File: src/rtl/reg_bank_pkg.sv
// Shared definitions for the register bank and its WB/decode neighbours.
package reg_bank_pkg;

    localparam int DATA_WIDTH_DEF = 8;
    localparam int ADDR_WIDTH_DEF = 3;

    typedef enum logic {
        IDLE,
        SWEEP
    } sweep_state_e;

endpackage

File: src/rtl/reg_bank_mux2.sv
// Two-input select used for the write-to-read bypass on each read port.
module mux2 #(
    parameter int WIDTH = 8
) (
    input  logic             sel_i,
    input  logic [WIDTH-1:0] a_i,
    input  logic [WIDTH-1:0] b_i,
    output logic [WIDTH-1:0] y_o
);

    assign y_o = sel_i ? b_i : a_i;

endmodule

File: src/rtl/reg_bank.sv
// Architectural register file fed by WB: two bypassed read ports, register 0
// hardwired to zero, and a soft-clear sweep that zeroes one register per cycle.
module reg_bank
    import reg_bank_pkg::*;
#(
    parameter int DATA_WIDTH = DATA_WIDTH_DEF,
    parameter int ADDR_WIDTH = ADDR_WIDTH_DEF
) (
    input  logic                  clock,
    input  logic                  reset,
    input  logic                  writeReg,
    input  logic [ADDR_WIDTH-1:0] rd,
    input  logic [DATA_WIDTH-1:0] writeData,
    input  logic [ADDR_WIDTH-1:0] rs1,
    input  logic [ADDR_WIDTH-1:0] rs2,
    output logic [DATA_WIDTH-1:0] readData1,
    output logic [DATA_WIDTH-1:0] readData2,
    input  logic                  clearReq,
    output logic                  busy
);

    localparam int NUM_REGS = 2 ** ADDR_WIDTH;
    localparam logic [ADDR_WIDTH-1:0] LAST_IDX = ADDR_WIDTH'(NUM_REGS - 1);
    localparam logic [ADDR_WIDTH-1:0] FIRST_IDX = ADDR_WIDTH'(1);

    logic [DATA_WIDTH-1:0] regs_q [NUM_REGS];
    logic [DATA_WIDTH-1:0] regs_d [NUM_REGS];
    sweep_state_e          state_q, state_d;
    logic [ADDR_WIDTH-1:0] idx_q, idx_d;
    logic                  busy_q, busy_d;
    logic                  writeEn;
    logic                  bypass1, bypass2;

    assign writeEn = writeReg && (rd != '0);
    assign bypass1 = writeEn && (rs1 == rd);
    assign bypass2 = writeEn && (rs2 == rd);
    assign busy    = busy_q;

    // A WB write to the index being swept takes priority over the clear.
    always_comb begin
        regs_d = regs_q;
        for (int i = 1; i < NUM_REGS; i++) begin
            if (writeEn && (rd == ADDR_WIDTH'(i))) begin
                regs_d[i] = writeData;
            end else if ((state_q == SWEEP) && (idx_q == ADDR_WIDTH'(i))) begin
                regs_d[i] = '0;
            end
        end
        regs_d[0] = '0;
    end

    always_comb begin
        state_d = state_q;
        idx_d   = idx_q;
        busy_d  = busy_q;
        case (state_q)
            IDLE: begin
                busy_d = 1'b0;
                if (clearReq) begin
                    state_d = SWEEP;
                    idx_d   = FIRST_IDX;
                    busy_d  = 1'b1;
                end
            end
            SWEEP: begin
                if (idx_q == LAST_IDX) begin
                    state_d = IDLE;
                    busy_d  = 1'b0;
                end else begin
                    idx_d = idx_q + 1'b1;
                end
            end
            default: begin
                state_d = IDLE;
                busy_d  = 1'b0;
            end
        endcase
    end

    always_ff @(posedge clock or posedge reset) begin
        if (reset) begin
            regs_q  <= '{default: '0};
            state_q <= IDLE;
            idx_q   <= FIRST_IDX;
            busy_q  <= 1'b0;
        end else begin
            regs_q  <= regs_d;
            state_q <= state_d;
            idx_q   <= idx_d;
            busy_q  <= busy_d;
        end
    end

    // regs_q[0] never leaves zero, so index 0 reads need no special case here.
    mux2 #(.WIDTH(DATA_WIDTH)) u_mux1 (
        .sel_i (bypass1),
        .a_i   (regs_q[rs1]),
        .b_i   (writeData),
        .y_o   (readData1)
    );

    mux2 #(.WIDTH(DATA_WIDTH)) u_mux2 (
        .sel_i (bypass2),
        .a_i   (regs_q[rs2]),
        .b_i   (writeData),
        .y_o   (readData2)
    );

endmodule
File: config.mk
export PLATFORM = sky130hd
export DESIGN_NAME = reg_bank
export DESIGN_NICKNAME = d
export VERILOG_FILES = /design/src/rtl/reg_bank_pkg.sv /design/src/rtl/reg_bank_mux2.sv /design/src/rtl/reg_bank.sv
export SDC_FILE = /design/constraint.sdc
export NUM_CORES = 1
export LEC_CHECK = 0
export CORE_MARGIN = 5
export CORE_UTILIZATION = 65
export DETAILED_ROUTE_END_ITERATION = 8
export DONT_BUFFER_PORTS = 1
export PLACE_DENSITY = 0.82
export SKIP_CTS_REPAIR_TIMING = 1
export SYNTH_ARGS = -nofsm -noshare
export SYNTH_HDL_FRONTEND = slang
export SYNTH_HIERARCHICAL = 1
export SYNTH_SLANG_ARGS = --single-unit
export TNS_END_PERCENT = 10
File: constraint.sdc
create_clock -name clock -period 4.3 [get_ports clock]
set_input_delay 0.86 -clock clock [delete_from_list [all_inputs] [get_ports clock]]
set_output_delay 0.86 -clock clock [all_outputs]
set_load 0.01 [all_outputs]
# [Yosys cells after proc, flatten, opt, wreduce, memory -nomap -nowiden]
# Cells that the tools add are included.
[word_totals] ff_bits=61 out_inout_bits=17 elab_cells=91
[op_classes] n_addsub=1 order_cmp=2 eq_ne=19 mux=30 bitwise=3 n_reduce_logical=26
[ops] operator="two-way mux 8 bit" count=20
[ops] operator="binary-select mux 8 bit (select 3 bit)" count=2
[ops] operator="== test 3 bit, second input constant" count=8
[ops] operator="logical AND 1 bit" count=17
[ops] operator="nonzero test 2 bit" count=7
[ops] operator="== test 3 x 2 -> 1 bit, second input constant" count=4
[ops] operator=">= comparator 4 bit, second input constant" count=2
[ops] operator="NOT 3 -> 4 bit" count=2
[ops] operator="== test 3 x 1 -> 1 bit, second input constant" count=2
[ops] operator="== test 3 bit" count=2
[ops] operator="two-way mux 3 bit" count=2
[ops] operator="one-hot mux 3 bit (2 select lines)" count=1
[ops] operator="inequality test 2 bit, second input constant" count=2
[ops] operator="one-hot mux 1 bit (2 select lines)" count=2
[ops] operator="adder 3 x 1 -> 3 bit, second input constant" count=1
[ops] operator="two-way mux 1 bit" count=3
[ops] operator="nonzero test 3 bit" count=1
[ops] operator="inequality test 2 x 1 -> 1 bit, second input constant" count=1
[ops] operator="AND reduction 2 bit" count=1
[ops] operator="NOT 1 bit" count=1

# [Longest topological paths before layout]
# Gate-level depths: netlist of the first run.
[logic_depth] depth_word=5 mapped_depth=8

# [Cells and area by module]
# The synthesis of the first run kept the hierarchy.
[by_module_without_submodules] module="reg_bank" n_inst=1 cells_per_inst=325 area_each_um2=3587.2 seq_area_each_um2=1527.7
[by_module_without_submodules] module="mux2" n_inst=2 cells_per_inst=9 area_each_um2=131.4 seq_area_each_um2=0.0

# [Worst setup path after synthesis of the first run]
# No wires, ideal clock.
[synth_path] kind="input-to-output" start="input rs1[1]" end="output readData1[0]" arrival_time_ps=2232 slack_ps=1208 stages=6 path_buffers=2 path_cell_list="buf_6 -> or3b_1 -> a211o_1 -> a21oi_1 -> buf_6 -> mux2_4"
[synth_via] elab_cells_between_ends=7 cone_classes="eq/ne (1); mux (4); bitwise (1); reduce/logical (1)"
[synth_lines] item="start: declaration" line="reg_bank.sv:14" rtl="input logic [ADDR_WIDTH-1:0] rs1,"
[synth_lines] item="== test 3 bit" line="reg_bank.sv:35" rtl="assign bypass1 = writeEn && (rs1 == rd);"
[synth_lines] item="logical AND 1 bit" line="reg_bank.sv:35"
[synth_lines] item="named net bypass1" line="reg_bank.sv:32" rtl="logic bypass1, bypass2;"
[synth_lines] item="two-way mux 8 bit" line="reg_bank_mux2.sv:11" rtl="assign y_o = sel_i ? b_i : a_i;"
[synth_lines] item="end: declaration" line="reg_bank.sv:16" rtl="output logic [DATA_WIDTH-1:0] readData1,"
# The timed path passes the listed nets, and every way through them passes these cells. The select of a mux whose other input is x is not followed.

# [Worst setup path in the final report of the first run]
[layout_path] start="input rd[1]" end="output readData2[3]"
[layout_via] elab_chain_len=4 elab_cells_between_ends=5 cone_classes="eq/ne (1); mux (1); reduce/logical (3)"
[layout_lines] item="start: declaration" line="reg_bank.sv:12" rtl="input logic [ADDR_WIDTH-1:0] rd,"
[layout_lines] item="nonzero test 3 bit" line="reg_bank.sv:34" rtl="assign writeEn = writeReg && (rd != '0);"
[layout_lines] item="logical AND 1 bit" line="reg_bank.sv:34"
[layout_lines] item="logical AND 1 bit *" line="reg_bank.sv:36" rtl="assign bypass2 = writeEn && (rs2 == rd);"
[layout_lines] item="named net bypass2" line="reg_bank.sv:32"
[layout_lines] item="two-way mux 8 bit *" line="reg_bank_mux2.sv:11"
[layout_lines] item="end: declaration" line="reg_bank.sv:17" rtl="output logic [DATA_WIDTH-1:0] readData2,"
# Mark *: on every way through the listed nets, which the timed path passes. The rest lies on a longest branch.

==> summary.md, run 1 <==
| Metric | Value |
|---|---|
| Status | finished, final reports clean |
| CTS sink count | 61 |
| Placed cells | 387 |
| Initial core utilization | 65.8% |
| CP Max Fanout | 13 |
| Synth top area share | 39.0% |
| Worst R2R Path Depth | 5 |
| Die W | 87.0 µm |
| Synth Register Bits | 61 |
| Final wirelength | 10.2 mm |
| Cells after Synth | 343 |
| Flop-to-flop setup slack | 2.50 ns |
| Flop pwr share | 44.8% |
| Deepest clock path buffer count | 2 |
| CTS tree | done |
| Worst-path clk slew | 0.07 ns |
| Number of enable flip-flop cells after synthesis | 0 |
| Final #Nets | 350 |
| Placed wire-length estimate | 6.46 mm |
| Drt via density | 7.34 |
| Worst setup path class | in -> out |
| Initial antenna violation count | 0 |
| Root buffer cell | clkbuf_8 |
| Pint | 1.51 mW |
| Netlist cell types | 37 |
| Diode count | 0 |
| WL/cell | 25.3 µm |
| Reg2reg end | idx_q[0] |
| Sw Pwr | 0.853 mW |
| Fin. Hold Viols | 0 |
| Filler cells | 450 |
| Synth area leaders | dfrtp_1 (39%), a22o_1 (9.1%), mux2i_1 (6.2%) |
| Final period util | 77.0% |
| Post-synth top cells | dfrtp_1 (60), a22o_1 (40), nand2_1 (40) |
| RSZ-0062 raised after global routing | no |
| First-pass GRT wire length | 16.1 mm |
| Finished Layout Cells | 403 |
| Multi-input logic area | 2070 µm² |
| Switching share of power | 36.2% |
| All-Layer GR Usage | 28.6% |
| Critical path launch point type | input pin |
| Synth Cell Area | 3850 µm² |
| Final TNS setup | 0 ns |
| Clock Power Share | 22.9% |
| Sequential area share after synthesis | 39.7% |
| I/O pin count | 38 |
| PortBufs | 0 |
| Placed Area | 3730 µm² |
| Pre-antenna DRT Iters | 5 |
| Largest net degree at the start of global routing | 37 |
| Post-layout minimum cycle time | 3.31 ns |
| Die Ht | 87.0 µm |
| Grt total ovfl | 0 |
| Element type at the critical path end | output pin |
| Worst-Skew Late Latency | 0.36 ns |
| FFs w/ async S/R, synth | 100% |
| Avg Inst Size Synth | 11.2 µm² |
| TritonCTS Buffers | 9 |
| Synthesized net count | 370 |
| Most numerous cell in the Yosys netlist | dfrtp_1 |
| PwrDens | 599 nW/µm² |
| Core Area | 5850 µm² |
| Max VDD drop | 0.426 mV |
| Final ANT Viol Nets | 0 |
| Leakage | 1.72 nW |
| Worst hold path type | in -> async |
| Max_slew headroom | 47.5% |
| 1st-iter DRT viols | 366 |
| WP data arrival | 2.45 ns |
| Vias | 2957 |
| Synth warn | 6 |
| Drc violations | 0 |
| Skew final | 0.0107 ns |
| Num rows | 28 |
| R2R Path Start | idx_q[1] |
| Final Cell Area | 3940 µm² |
| Area leader, netlist | dfrtp_1 |
| Required time of the critical path | 3.44 ns |
| Synth Flop Type | dfrtp_1 |
| Worst-Margin Slew | 0.786 ns |
| GPL Wtd Cong | 0.871 |
| Register area | 1530 µm² |
| Pins Over Slew Limit | 0 |
| Vias in the first global route | 2822 |
| Layout cells sized above 1 | 19.2% |
| Max Cap Violations | 0 |
| Die ar. | 7560 µm² |
| Max frequency | 302 MHz |
| Area Overhead vs Synth | 2.34% |
| Final number of setup-violating endpoints | 0 |
| Combinational share of power | 32.3% |
| H-tree Lvls | 3 |
## cells in the final DEF (no fill, tap or decap), types with 2 or more instances in the layout
master and instances:
a211o_1 2, a211oi_1 8, a221oi_1 24, a22o_1 40
a311oi_1 8, a31oi_4 5, and4b_1 2, and4bb_2 2
buf_4 2, clkbuf_8 11, clkinvlp_4 2, dfrtp_1 60
ha_1 6, inv_1 6, mux2_2 17, mux2_4 16
mux2i_1 24, nand2_1 40, nand2b_1 2, nand3_1 2
nor2b_1 11, o21ai_0 18, or3b_1 2, xnor2_1 4
## sequential cells by signal, indices dropped and copies added (netlist names)
signal / cells
busy: 1
idx_q: 3
state_q: 1
regs_q: 56
## metrics by stage
step / hold slack (ns) / power, mW / utilization, % / worst slack [ns]
2_1_floorplan: 0.480 / 1.64 / - / 1.21
3_3_place_gp: 0.500 / 1.78 / 63.8 / 0.950
3_5_place_dp: 0.502 / 1.82 / 63.8 / 0.990
4_1_cts: 0.475 / 2.35 / 67.3 / 0.985
5_1_grt: 0.519 / 2.50 / 67.3 / 0.961
6_report: 0.456 / 2.36 / 67.3 / 0.989
## final cells by class
type,count,share of cell area (%)
Multi-Input combinational cell,242,52.5
Sequential cell,61,38.8
Clock buffer,11,3.84
Tap cell,75,2.38
Clock inverter,5,1.49
Inverter,7,0.667
Timing Repair Buffer,2,0.381
## worst max-delay path: stages
cell	delay, ns
or3b_1	0.36
a211o_1	0.27
a21oi_2	0.58
mux2_4	0.38
## worst max path at each step
stage           start            to
2_1_floorplan  rs1[1]  readData1[0]
3_3_place_gp    rd[1]  readData2[3]
3_5_place_dp    rd[1]  readData2[3]
4_1_cts         rd[1]  readData2[3]
5_1_grt         rd[1]  readData2[3]
6_report        rd[1]  readData2[3]
## layer usage
metal	up-vias	GRT usage, %	share of wire (%)
met3	33	6.15	11
li1	1283	-	-
met4	0	12.7	3.1
met5	-	0	0
met1	1456	40.0	40
met2	185	42.6	46
## cell families after synthesis
family | synth area share (%)
compound gates | 24.4
simple gates | 8.94
flops | 39.7
mux | 17.5
buf+inv | 6.63
fa+ha+maj | 1.95
xor+xnor | 0.910
## power groups by stage
stage               Clock (mW)  Sequential [mW]  Combinational, mW
global placement             0             1.04              0.737
global route             0.568             1.09              0.844
detailed placement           0             1.05              0.762
finish                   0.540             1.06              0.763
floorplan                    0            0.967              0.677
CTS                      0.539             1.05              0.768
(Power assumes the default switching activity.)
==> inputs of run 2 (changes only) <==
--- a/config.mk
+++ b/config.mk
@@ -6,10 +6,10 @@
 export NUM_CORES = 1
 export LEC_CHECK = 0
 export CORE_MARGIN = 5
-export CORE_UTILIZATION = 65
+export CORE_UTILIZATION = 64
 export DETAILED_ROUTE_END_ITERATION = 8
 export DONT_BUFFER_PORTS = 1
-export PLACE_DENSITY = 0.82
+export PLACE_DENSITY = 0.81
 export SKIP_CTS_REPAIR_TIMING = 1
 export SYNTH_ARGS = -nofsm -noshare
 export SYNTH_HDL_FRONTEND = slang
==> constraint.sdc (replaced) <==
create_clock -name clock -period 3.1 [get_ports clock]
set_input_delay 0.62 -clock clock [delete_from_list [all_inputs] [get_ports clock]]
set_output_delay 0.62 -clock clock [all_outputs]
set_load 0.01 [all_outputs]
==> run 2 against run 1 <==
  * Routed wire length fell by 7.7%
  * Die area rose by 1.4%
  * Global-route usage fell by 2.7 points
  * Sequential share of layout area fell by 0.43 points
  * Cell count rose by 0.25%
  * Critical path depth rose by 1
  * Non-clock buffer count rose by 1
  * Highest routed layer unchanged
==> summary.md, run 2 (synthesis gave the netlist of run 1 again) <==
| Metric | Value |
|---|---|
| Element type at the critical path end | output pin |
| Max reg flops | 56 (unchanged) |
| All-Layer GR Usage | 25.9% (-2.7 points) |
| Pwr Total | 3.35 mW (+42%) |
| Diode count | 0 (unchanged) |
| Biggest regs | regs_q: 56 flops, idx_q: 3 flops |
| Core Area | 5890 µm² (+0.60%) |
| Worst setup path class | in -> out |
| Final number of setup-violating endpoints | 0 (unchanged) |
| Worst hold path type | in -> async |
| Grt total ovfl | 0 (unchanged) |
| Fin. Hold Viols | 0 (unchanged) |
| Worst-path clk slew | 0.07 ns (about the same) |
| Vias | 2842 (-3.9%) |
| Required time of the critical path | 2.48 ns (-0.96 ns) |
| Pre-antenna DRT Iters | 4 (-1) |
| CP Max Fanout | 36 (+23) |
| Worst-Skew Late Latency | 0.35 ns (about the same) |
| Final period util | 83.8% |
| PwrDens | 841 nW/µm² (+40%) |
| I/O pin count | 38 (unchanged) |
| Die ar. | 7670 µm² (+1.4%) |
| Final ANT Viol Nets | 0 (unchanged) |
| Die W | 87.6 µm (+0.69%) |
| Max VDD drop | 0.547 mV (+28%) |
| Leakage | 1.74 nW (+1.6%) |
| Hold slack | 0.243 ns (-0.213 ns) |
| Max_slew headroom | 55.7% (+8.2 points) |
| Commonest cells after routing, fill and taps aside | dfrtp_1 (60), nand2_1 (40), a22o_1 (40) |
| Skew final | 0.00586 ns (-0.00485 ns) |
| Final TNS setup | 0 ns (unchanged) |
| Placed wire-length estimate | 6.78 mm (+5.0%) |
| Most flop-heavy register | regs_q |
| Initial antenna violation count | 0 (unchanged) |
| Worst-Margin Slew | 0.664 ns (-0.122 ns) |
| Layout cells sized above 1 | 19.5% (+0.25 points) |
| Drc violations | 0 (unchanged) |
| Commonest non-fill, non-tap cell in the layout | dfrtp_1 |
| Initial core utilization | 65.4% (-0.39 points) |
| Post-layout minimum cycle time | 2.60 ns |
| Final #Nets | 351 (+0.29%) |
| H-tree Lvls | 3 (unchanged) |
| Root buffer cell | clkbuf_8 |
| PortBufs | 0 (unchanged) |
| Status | finished, final reports clean |
| Drt via density | 7.03 (-4.1%) |
| 1st-iter DRT viols | 299 (-18%) |
| Area Overhead vs Synth | 3.48% |
| WL/cell | 23.3 µm (-7.9%) |
| Max Cap Violations | 0 (unchanged) |
| Final wirelength | 9.40 mm (-7.7%) |
| CTS tree | done |
| Pins Over Slew Limit | 0 (unchanged) |
| WP data arrival | 1.98 ns (-0.47 ns) |
| Num rows | 28 (unchanged) |
| Largest net degree at the start of global routing | 37 (unchanged) |
| First-pass GRT wire length | 14.9 mm (-7.7%) |
| Critical path launch point type | input pin |
| Die Ht | 87.6 µm (+0.69%) |
| TritonCTS Buffers | 9 (unchanged) |
| Vias in the first global route | 2784 (-1.3%) |
| Deepest clock path buffer count | 2 (unchanged) |
| Max frequency | 385 MHz |
| GPL Wtd Cong | 0.884 (+1.4%) |
| CTS sink count | 61 (unchanged) |
| RSZ-0062 raised after global routing | no |
## run 2: area by class of cell
cell class                      count  area, µm²
Clock inverter                      5       82.6
Tap cell                           75       93.8
Clock buffer                       11        151
Timing Repair Buffer                3       35.0
Fill cell                         455       1900
Inverter                            7       26.3
Sequential cell                    61       1530
Multi-Input combinational cell    242       2070
## run 2: routing by layer
layer	global-route usage, %	vias up	share of wire [%]
met5	0	-	0
met4	9.90	0	2.3
met3	6.68	20	7.6
met2	40.8	128	48
met1	34.5	1410	43
li1	-	1284	-
## run 2: worst paths after layout
kind | start | endpoint | slack [ns] | cells after the start
min in group clock | clearReq | idx_q[1] | 0.35 | 1
worst min register to register | idx_q[0] | idx_q[0] | 0.52 | 2
worst max-delay path | rs1[1] | readData1[2] | 0.50 | 5
max in group asynchronous | reset | regs_q[44] | 2.25 | 2
worst max register to register | idx_q[2] | regs_q[33] | 1.37 | 5
worst min-delay path | reset | regs_q[7] | 0.24 | 1
## run 2: where the power goes
group | leakage [nW] | internal [mW] | total, mW | switching (mW)
clock network | 0.120 | 0.497 | 0.816 | 0.319
registers | 0.797 | 1.13 | 1.49 | 0.365
logic | 0.828 | 0.549 | 1.04 | 0.492
total | 1.74 | 2.17 | 3.35 | 1.17
## run 2: metrics by stage
stage	instances	util [%]	setup WS (ns)	instance area (µm²)
2_1_floorplan	343	-	0.488	3850
3_3_place_gp	388	63.7	0.546	3750
3_5_place_dp	388	63.7	0.510	3750
4_1_cts	404	67.7	0.513	3980
5_1_grt	404	67.7	0.462	3980
6_report	404	67.7	0.503	3980
## run 2: critical path: stages
cell     delay [ns]
or3b_1         0.36
a211o_1        0.25
a21oi_1        0.15
buf_4          0.23
mux2_4         0.34
==> inputs of run 3 (changes only) <==
--- a/config.mk
+++ b/config.mk
@@ -6,10 +6,10 @@
 export NUM_CORES = 1
 export LEC_CHECK = 0
 export CORE_MARGIN = 5
-export CORE_UTILIZATION = 64
+export CORE_UTILIZATION = 58
 export DETAILED_ROUTE_END_ITERATION = 8
 export DONT_BUFFER_PORTS = 1
-export PLACE_DENSITY = 0.81
+export PLACE_DENSITY = 0.77
 export SKIP_CTS_REPAIR_TIMING = 1
 export SYNTH_ARGS = -nofsm -noshare
 export SYNTH_HDL_FRONTEND = slang
==> constraint.sdc (replaced) <==
create_clock -name clock -period 2.3 [get_ports clock]
set_input_delay 0.46 -clock clock [delete_from_list [all_inputs] [get_ports clock]]
set_output_delay 0.46 -clock clock [all_outputs]
set_load 0.01 [all_outputs]
==> run 3 against run 2 <==
  * Global-route usage is 0.36 points lower
  * Worst setup slack worse by 0.45 ns
  * Utilization is 4.5 points lower
  * Sequential power is 30% higher
  * Combinational power is 47% higher
  * Non-clock buffer count is 6 higher
  * Critical endpoint is now readData2[5]
  * Sequential share of layout area is 0.50 points lower
==> summary.md, run 3 (synthesis gave the netlist of run 1 again) <==
| Metric | Value |
|---|---|
| Status | finished, final reports clean |
| Biggest regs | regs_q: 56 flops, idx_q: 3 flops |
| Worst-path clk slew | 0.07 ns (about the same) |
| Num rows | 29 (+3.6%) |
| CTS sink count | 61 (unchanged) |
| Die ar. | 8370 µm² (+9.1%) |
| Pre-CTS setup slack | 0.00811 ns (-0.502 ns) |
| Worst hold path type | in -> async |
| Max_slew headroom | 53.1% (-2.6 points) |
| Pre-antenna DRT Iters | 5 (+1) |
| Deepest clock path buffer count | 2 (unchanged) |
| Final TNS setup | 0 ns (unchanged) |
| Placed wire-length estimate | 6.97 mm (+2.8%) |
| Leakage | 1.76 nW (+1.0%) |
| First-pass GRT wire length | 16.6 mm (+11%) |
| Most flop-heavy register | regs_q |
| Post-layout minimum cycle time | 2.25 ns |
| Vias in the first global route | 2928 (+5.2%) |
| Core Area | 6390 µm² (+8.5%) |
| CTS tree | done |
| Diode count | 0 (unchanged) |
| PwrDens | 1100 nW/µm² (+31%) |
| 1st-iter DRT viols | 331 (+11%) |
| Filler cells | 508 (+12%) |
| Root buffer cell | clkbuf_8 |
| TritonCTS Buffers | 9 (unchanged) |
| Required time of the critical path | 1.84 ns (-0.64 ns) |
| H-tree Lvls | 3 (unchanged) |
| Setup ws final | 0.0514 ns (-0.452 ns) |
| Initial core utilization | 60.3% (-5.1 points) |
| Worst setup path class | in -> out |
| Grt total ovfl | 0 (unchanged) |
| Commonest non-fill, non-tap cell in the layout | dfrtp_1 |
| Max VDD drop | 0.912 mV (+67%) |
| Worst-Skew Late Latency | 0.35 ns (about the same) |
| CP Max Fanout | 13 (-64%) |
| Initial antenna violation count | 0 (unchanged) |
| Vias | 2963 (+4.3%) |
| Util after Layout | 63.2% (-4.5 points) |
| Layout cells sized above 1 | 22.1% (+2.6 points) |
| Final period util | 97.8% |
| Element type at the critical path end | output pin |
| Die Ht | 91.5 µm (+4.5%) |
| Die W | 91.5 µm (+4.5%) |
| Final Cell Area | 4040 µm² (+1.3%) |
| Worst-Margin Slew | 0.703 ns (+0.0396 ns) |
| Final wirelength | 10.6 mm (+13%) |
| Skew final | 0.00868 ns (+0.00283 ns) |
| All-Layer GR Usage | 25.5% (-0.36 points) |
| PortBufs | 0 (unchanged) |
| Fin. Hold Viols | 0 (unchanged) |
| Drt via density | 7.19 (+2.2%) |
| Max reg flops | 56 (unchanged) |
| Pins Over Slew Limit | 0 (unchanged) |
| Placed Area | 3810 µm² (+1.6%) |
| GPL Wtd Cong | 0.865 (-2.1%) |
| Largest net degree at the start of global routing | 37 (unchanged) |
| Critical path launch point type | input pin |
| Final #Nets | 357 (+1.7%) |
| WL/cell | 25.8 µm (+11%) |
| Area Overhead vs Synth | 4.84% |
| Final number of setup-violating endpoints | 0 (unchanged) |
| WP data arrival | 1.79 ns (-0.19 ns) |
| Max frequency | 445 MHz |
| RSZ-0062 raised after global routing | yes |
| Max Cap Violations | 0 (unchanged) |
| Final ANT Viol Nets | 0 (unchanged) |
| Commonest cells after routing, fill and taps aside | dfrtp_1 (60), nand2_1 (40), a22o_1 (40) |
| I/O pin count | 38 (unchanged) |
| Drc violations | 0 (unchanged) |
| Hold slack | 0.0628 ns (-0.180 ns) |
run 3: cell types whose count changed in the layout (fill, tap and decap cells not counted):
cell	before	now
a21oi_1	1	0
a21oi_2	1	2
a221oi_1	24	21
a221oi_2	0	3
buf_12	1	2
buf_4	2	6
buf_6	0	1
bufinv_16	2	1
clkbuf_8	11	10
clkinv_2	1	2
clkinv_4	2	0
clkinvlp_4	0	3
run 3: power breakdown:
part           leakage (nW)  switching, mW  internal, mW
registers             0.797          0.421          1.52
clock network        0.0943          0.452         0.525
logic                 0.871          0.764         0.765
total                  1.76           1.64          2.81
run 3: layer usage:
layer / track usage, % / up-vias / share of wire [%]
li1: - / 1289 / -
met1: 36.0 / 1466 / 41
met2: 38.4 / 184 / 46
met3: 5.62 / 24 / 10
met4: 9.54 / 0 / 2.2
met5: 0 / - / 0
run 3: layout make-up:
cell class                 instances  area [µm²]  area share (%)
multi-input combinational        242        2090            51.8
sequential                        61        1530            37.8
clock buffer                      10         138            3.41
timing repair buffer               9        96.3            2.39
tap                               77        96.3            2.39
clock inverter                     6        62.6            1.55
inverter                           7        26.3           0.651
run 3: per-stage QoR:
| stage | cells | total power, mW |
|---|---|---|
| after floorplan | 343 | 3.07 |
| final | 412 | 4.45 |
| after CTS | 412 | 4.42 |
| after global routing | 412 | 4.69 |
| after detailed placement | 396 | 3.45 |
| after global placement | 396 | 3.38 |
run 3: final timing paths:
kind                            start      endpoint  slack (ns)  cells past startpoint
setup / recovery                rd[1]  readData2[5]        0.05                      5
hold / removal                  reset    regs_q[12]        0.06                      1
setup reg to reg             idx_q[1]      idx_q[0]        0.53                      5
hold reg to reg            regs_q[50]    regs_q[50]        0.52                      1
max in group asynchronous       reset      idx_q[0]        1.58                      2
min in group clock           clearReq      idx_q[1]        0.19                      1
run 3: critical path, stage by stage:
cell     delay, ns
or3b_1        0.36
a211o_1       0.28
a21oi_2       0.19
buf_12        0.16
mux2_4        0.33
